$ cat src/rtl/demux_1to2_8bit_stream.sv
// Registered 1-to-2 stream demux: in_sel steers each accepted byte into
// one of two 2-entry FIFO channels, each with a wrapping byte counter.
//
// Ports:
//   clk, reset              rising-edge clock, async active-high reset
//   in_data/in_sel/in_valid input beat, destination select, beat present
//   in_ready                selected channel has room (combinational)
//   outN_data/outN_valid    head byte of channel N, channel non-empty
//   outN_ready              consumer of channel N takes the head byte
//   cntN                    bytes accepted into channel N, modulo 256
module demux_1to2_8bit_stream #(
    parameter int WIDTH = 8
) (
    input  logic             clk,
    input  logic             reset,
    input  logic [WIDTH-1:0] in_data,
    input  logic             in_sel,
    input  logic             in_valid,
    output logic             in_ready,
    output logic [WIDTH-1:0] out0_data,
    output logic             out0_valid,
    input  logic             out0_ready,
    output logic [WIDTH-1:0] out1_data,
    output logic             out1_valid,
    input  logic             out1_ready,
    output logic [7:0]       cnt0,
    output logic [7:0]       cnt1
);

    logic [WIDTH-1:0] mem [2][2];
    logic [1:0]       occ [2];
    logic [7:0]       cnt [2];
    logic [1:0]       rptr;
    logic [1:0]       wptr;
    logic [1:0]       full;
    logic [1:0]       push;
    logic [1:0]       pop;
    logic [1:0]       oready;

    assign full[0] = (occ[0] == 2'd2);
    assign full[1] = (occ[1] == 2'd2);

    // Readiness only looks at the addressed channel, so a stalled
    // channel never blocks beats destined for the other one.
    assign in_ready = in_sel ? !full[1] : !full[0];

    assign push[0] = in_valid && in_ready && !in_sel;
    assign push[1] = in_valid && in_ready && in_sel;

    assign oready = {out1_ready, out0_ready};
    assign pop[0] = (occ[0] != 2'd0) && oready[0];
    assign pop[1] = (occ[1] != 2'd0) && oready[1];

    // Push and pop in the same cycle at occ=1 leaves occupancy unchanged;
    // the read pointer moves onto the slot just written, so the new byte
    // becomes the head.
    always_ff @(posedge clk or posedge reset) begin
        if (reset) begin
            for (int c = 0; c < 2; c++) begin
                mem[c][0] <= '0;
                mem[c][1] <= '0;
                occ[c]    <= 2'd0;
                cnt[c]    <= 8'd0;
            end
            rptr <= 2'b00;
            wptr <= 2'b00;
        end else begin
            for (int c = 0; c < 2; c++) begin
                if (push[c]) begin
                    mem[c][wptr[c]] <= in_data;
                    wptr[c]         <= !wptr[c];
                    cnt[c]          <= cnt[c] + 8'd1;
                end
                if (pop[c]) begin
                    rptr[c] <= !rptr[c];
                end
                case ({push[c], pop[c]})
                    2'b10:   occ[c] <= occ[c] + 2'd1;
                    2'b01:   occ[c] <= occ[c] - 2'd1;
                    default: occ[c] <= occ[c];
                endcase
            end
        end
    end

    assign out0_data  = mem[0][rptr[0]];
    assign out1_data  = mem[1][rptr[1]];
    assign out0_valid = (occ[0] != 2'd0);
    assign out1_valid = (occ[1] != 2'd0);
    assign cnt0       = cnt[0];
    assign cnt1       = cnt[1];

endmodule

$ cat config.mk
export PLATFORM = sky130hd
export DESIGN_NAME = demux_1to2_8bit_stream
export DESIGN_NICKNAME = d
export VERILOG_FILES = /design/src/rtl/demux_1to2_8bit_stream.sv
export SDC_FILE = /design/constraint.sdc
export NUM_CORES = 1
export LEC_CHECK = 0
export BUFFER_PORTS_ARGS = -buffer_cell sky130_fd_sc_hd__buf_2
export CAP_MARGIN = 20
export CORE_ASPECT_RATIO = 1.4
export CORE_MARGIN = 1.5
export CORE_UTILIZATION = 55
export CTS_BUF_LIST = sky130_fd_sc_hd__clkbuf_8
export DETAILED_ROUTE_END_ITERATION = 16
export PLACE_DENSITY_LB_ADDON = 0.05
export SYNTH_ARGS = -nofsm -noshare
export SYNTH_HDL_FRONTEND = slang
export SYNTH_SLANG_ARGS = --single-unit
$ cat constraint.sdc
create_clock -name clk -period 2 [get_ports clk]
set_input_delay 0.2 -clock clk [delete_from_list [all_inputs] [get_ports clk]]
set_output_delay 0.2 -clock clk [all_outputs]
set_load 0.05 [all_outputs]
After elaboration in Yosys (flattened, before gate mapping):

Cells that the tools add are included.

* reduce and logical (&&, ||, !) cells: 18
* bitwise operators: 4
* $lt $le $gt $ge: 6
* multiplexer cells: 15
* equal/unequal tests: 6
* add/sub/neg operators: 6

Operator list (number)
* $mux W8: 8
* $bwmux W16: 2
* $add A8 B1 Y8 const B: 2
* $demux W8 S1: 2
* $eq A2 B2 Y1 const B: 4
* $ge A2 B2 Y1 const B: 4
* $not A1 Y2: 4
* $pmux W2 S2: 2
* $reduce_bool A2 Y1: 4
* $logic_and A1 B1 Y1: 7
* $logic_not A1 Y1: 7
* $add A2 B1 Y2 const B: 2
* $eq A2 B1 Y1 const B: 2
* $lt A2 B1 Y1 const B: 2
* $sub A2 B1 Y2 const B: 2
* $mux W1: 1

* logic and storage cells: 67
* bits in registers: 56
* input bits: 14
* output and inout port bits: 35

Longest topological paths before layout:

* word-level depth: 7
* depth in mapped cells: 8

Worst setup path after synthesis:

OpenSTA, ideal clock, no wires.

* path type: reg2reg
* start: register occ[0] (netlist bit)
* end: register occ[1] (netlist bit)
* library setup time: 79 ps
* stages on the path, launching flop included: 6
* setup slack: 294 ps
* clock period less this slack: 1706 ps
* data arrival time: 1627 ps
* cells stage by stage: dfrtp_1 or2_2 and2_1 ha_1 nor2_1 xor2_1

* elaborated cells between the ends (all ways): 13
* those cells by class: 2 x add/sub; 3 x eq/ne; 2 x mux; 6 x reduce/logical

RTL lines
* start: declaration: line 31 `logic [1:0] occ [2];`
* start signal: indexed assignment: line 78 `2'b10: occ[c] <= occ[c] + 2'd1;`
* start signal: indexed assignment: line 79 `2'b01: occ[c] <= occ[c] - 2'd1;`
* start signal: indexed assignment: line 80 `default: occ[c] <= occ[c];`
* $reduce_bool A2 Y1 (*)
* named net out1_valid: line 24 `output logic out1_valid,`
* $logic_and A1 B1 Y1 (*): line 52 `assign pop[1] = (occ[1] != 2'd0) && oready[1];`
* named net pop[1]: line 37 `logic [1:0] pop;`
* $eq A2 B1 Y1 / $eq A2 B2 Y1 (equally long branches): line 77 `case ({push[c], pop[c]})`
* $pmux W2 S2 / $reduce_bool A2 Y1 (equally long branches)

The timed path passes the listed nets; every way through them passes the cells marked *.
A chain may end at the register's enable or synchronous reset.

Final worst setup path:

* start: register occ[2] (netlist bit)
* end: register mem[26] (netlist bit)

* word-level cells in the longest chain between the ends: 5

Ends and longest elaborated chain
* $eq A2 B2 Y1: line 40 `assign full[0] = (occ[0] == 2'd2);`
* $logic_not A1 Y1: line 45 `assign in_ready = in_sel ? !full[1] : !full[0];`
* $mux W1: line 45
* $logic_and A1 B1 Y1 (2 in a row): line 47 `assign push[0] = in_valid && in_ready && !in_sel;`
* end signal: indexed assignment: line 70 `mem[c][wptr[c]] <= in_data;`
* end: declaration: line 30 `logic [WIDTH-1:0] mem [2][2];`

Every way passes these cells.

==> reports/metrics.cfg <==
[critical_path]
r2r_slack_ns = 0.20
crit_type = flip-flop to flip-flop
path_cells = nand2b_1 > and3b_1 > inv_6 > nor2_4 > mux2_2
cpPeakStageDelay_ns = 0.41
worstSetupEndpointType = flip-flop
startpoint_type = flip-flop
crit_arrival_ns = 2.00
critPathRequiredTime_ns = 2.21
r2r_cells = 5
path_buf_inv = 1
cp_slowest_cell = dfrtp_1
cp_top_family = simple AND/OR/NAND/NOR gates
crit_fanout = 8
crit_cells = 5

[min_path]
holdPathStages = 2
hold_path_class = input pin to flip-flop

[sta]
setup_ws_ns = 0.205
slew_viol_final = 0
fmax_mhz = 557
tns_ns = 0
fin_crit_sh_pct = 89.8
tightest_slew_ns = 0.580
period_needed_ns = 1.80
slew_headroom_pct = 61.3
finClkSkew_ns = 0.00977
hold_viol = 0
rsz0062_at_grt = false
finalSetupViolCount = 0

[global_routing]
track_usage_pct = 21.0
antenna_found_initial = 0
grt_max_degree = 31
grt_pass1_wl_um = 7830
grt_overflow = 0
grt_pass1_vias = 1601

[drt]
vias = 1536
ant_nets = 0
drt_iter0_drc = 38
routed_wl_um = 4550
wl_per_cell_um = 15.5
dr.pass1.iters = 4
drc = 0
viasPerCell = 5.22

[synth]
syn_inst = 180
yosysUniqueCellTypes = 25
synth_edf_count = 0
async_reset_ff_share_pct = 100
synth_ff_type = dfrtp_1
yosys-top-cells-area = dfrtp_1, mux2_2, xnor2_1
yosys.area.top_type = dfrtp_1
synth_area_per_cell_um2 = 14.0
synth_nets = 198
ys_ff_latch = 56
yosysWarnings = 0
ys_seq_area_share_pct = 55.8
synth_top_area_share_pct = 55.8
syn_area_um2 = 2510

[die]
die_w_um = 60.1
die_area_um2 = 4990
row_count = 28
io_pins = 49
core_um2 = 4310
die_y_um = 83.0
start_util_pct = 58.3

[cts]
clkTransAtPathRegs_ns = 0.10
cts_made_buffers = 5
root_buffer = clkbuf_8
cts-htree-levels = 2
cts_buffer_depth = 2
clock_latency_ns = 0.31
cts_resized = 0
clock-sinks = 56
cts_tree = yes
cts_setup_buffers = 0
cts_hold_buffers = 1

[placement]
place.gp.congestion = 0.785
detailedPlacementHpwl_um = 3360
place_ws_ns = 0.181
port_buffers = 48

[final_layout]
finish.utilization_pct = 67.7
layout_commonest_cell = dfrtp_1
diodes = 0
drive_gt1_share_pct = 50.4
area_delta_synth_final_pct = 16.1
num-fill-cells = 340
layout_common_cells = dfrtp_1, mux2_2, buf_2
final_nets = 251

[outcome]
status = complete, no violations

[run]
maxCapViolCount = 0

## cell type report
cell class | count | area [µm²] | share of cell area (%)
tap | 60 | 75.1 | 2.57
inverter | 3 | 18.8 | 0.644
clock buffer | 5 | 68.8 | 2.36
multi-input combinational | 117 | 1060 | 36.4
clock inverter | 3 | 20.0 | 0.686
sequential | 56 | 1400 | 48.0
timing repair buffer | 50 | 270 | 9.27
## per-stage QoR
stage | hold WS, ns | cell area (µm²) | cells
finish | 0.160 | 2920 | 294
global placement | 0.275 | 2820 | 285
floorplan | 0.351 | 2510 | 180
CTS | 0.148 | 2920 | 294
detailed placement | 0.304 | 2820 | 285
global route | 0.143 | 2920 | 294
## metal layers
metal | wire length (µm) | up-vias | global-route usage (%)
met5 | 0 | - | 0
met1 | 1910 | 770 | 27.1
li1 | - | 722 | -
met4 | 71 | 0 | 7.47
met3 | 164 | 8 | 4.21
met2 | 2400 | 36 | 34.3
## cell families (layout without fill, tap and decap cells)
| group | count (synthesis) | after routing | share of synthesized area (%) |
|---|---|---|---|
| xor+xnor | 24 | 24 | 8.96 |
| simple gates | 40 | 40 | 9.36 |
| fa+ha+maj | 4 | 4 | 1.99 |
| mux | 49 | 49 | 22.0 |
| buf+inv | 7 | 61 | 1.94 |
| flops | 56 | 56 | 55.8 |
## registers in the layout, summed over array words and instances (netlist names)
signal and count:
rptr 2, cnt0 8, wptr 2, mem 32, cnt1 8, occ 4
## final timing paths
path,from,endpoint
max in group asynchronous,reset,cnt1[6]
worst max register to register,occ[2],mem[26]
min in group asynchronous,reset,cnt0[4]
worst max-delay path,occ[2],mem[26]
worst min register to register,cnt1[7],cnt1[7]
worst min-delay path,in_data[7],mem[7]
## synthesized netlist by cell type (2+ instances only)
library cell / count
dfrtp_1: 56
mux2_2: 49
xnor2_1: 16
nand2_1: 12
xor2_1: 6
ha_1: 4
nand3_1: 4
nand4_1: 4
and2_1: 2
and4_1: 2
buf_6: 2
clkbuf_1: 2
nand2_2: 2
nand2b_1: 2
nor2_1: 2
nor2_4: 2
nor3_1: 2
or2_2: 2
or3_4: 2
xnor2_2: 2
Power is not shown: default switching activity piles up to over one toggle a cycle in this logic, so the estimate is an artifact.
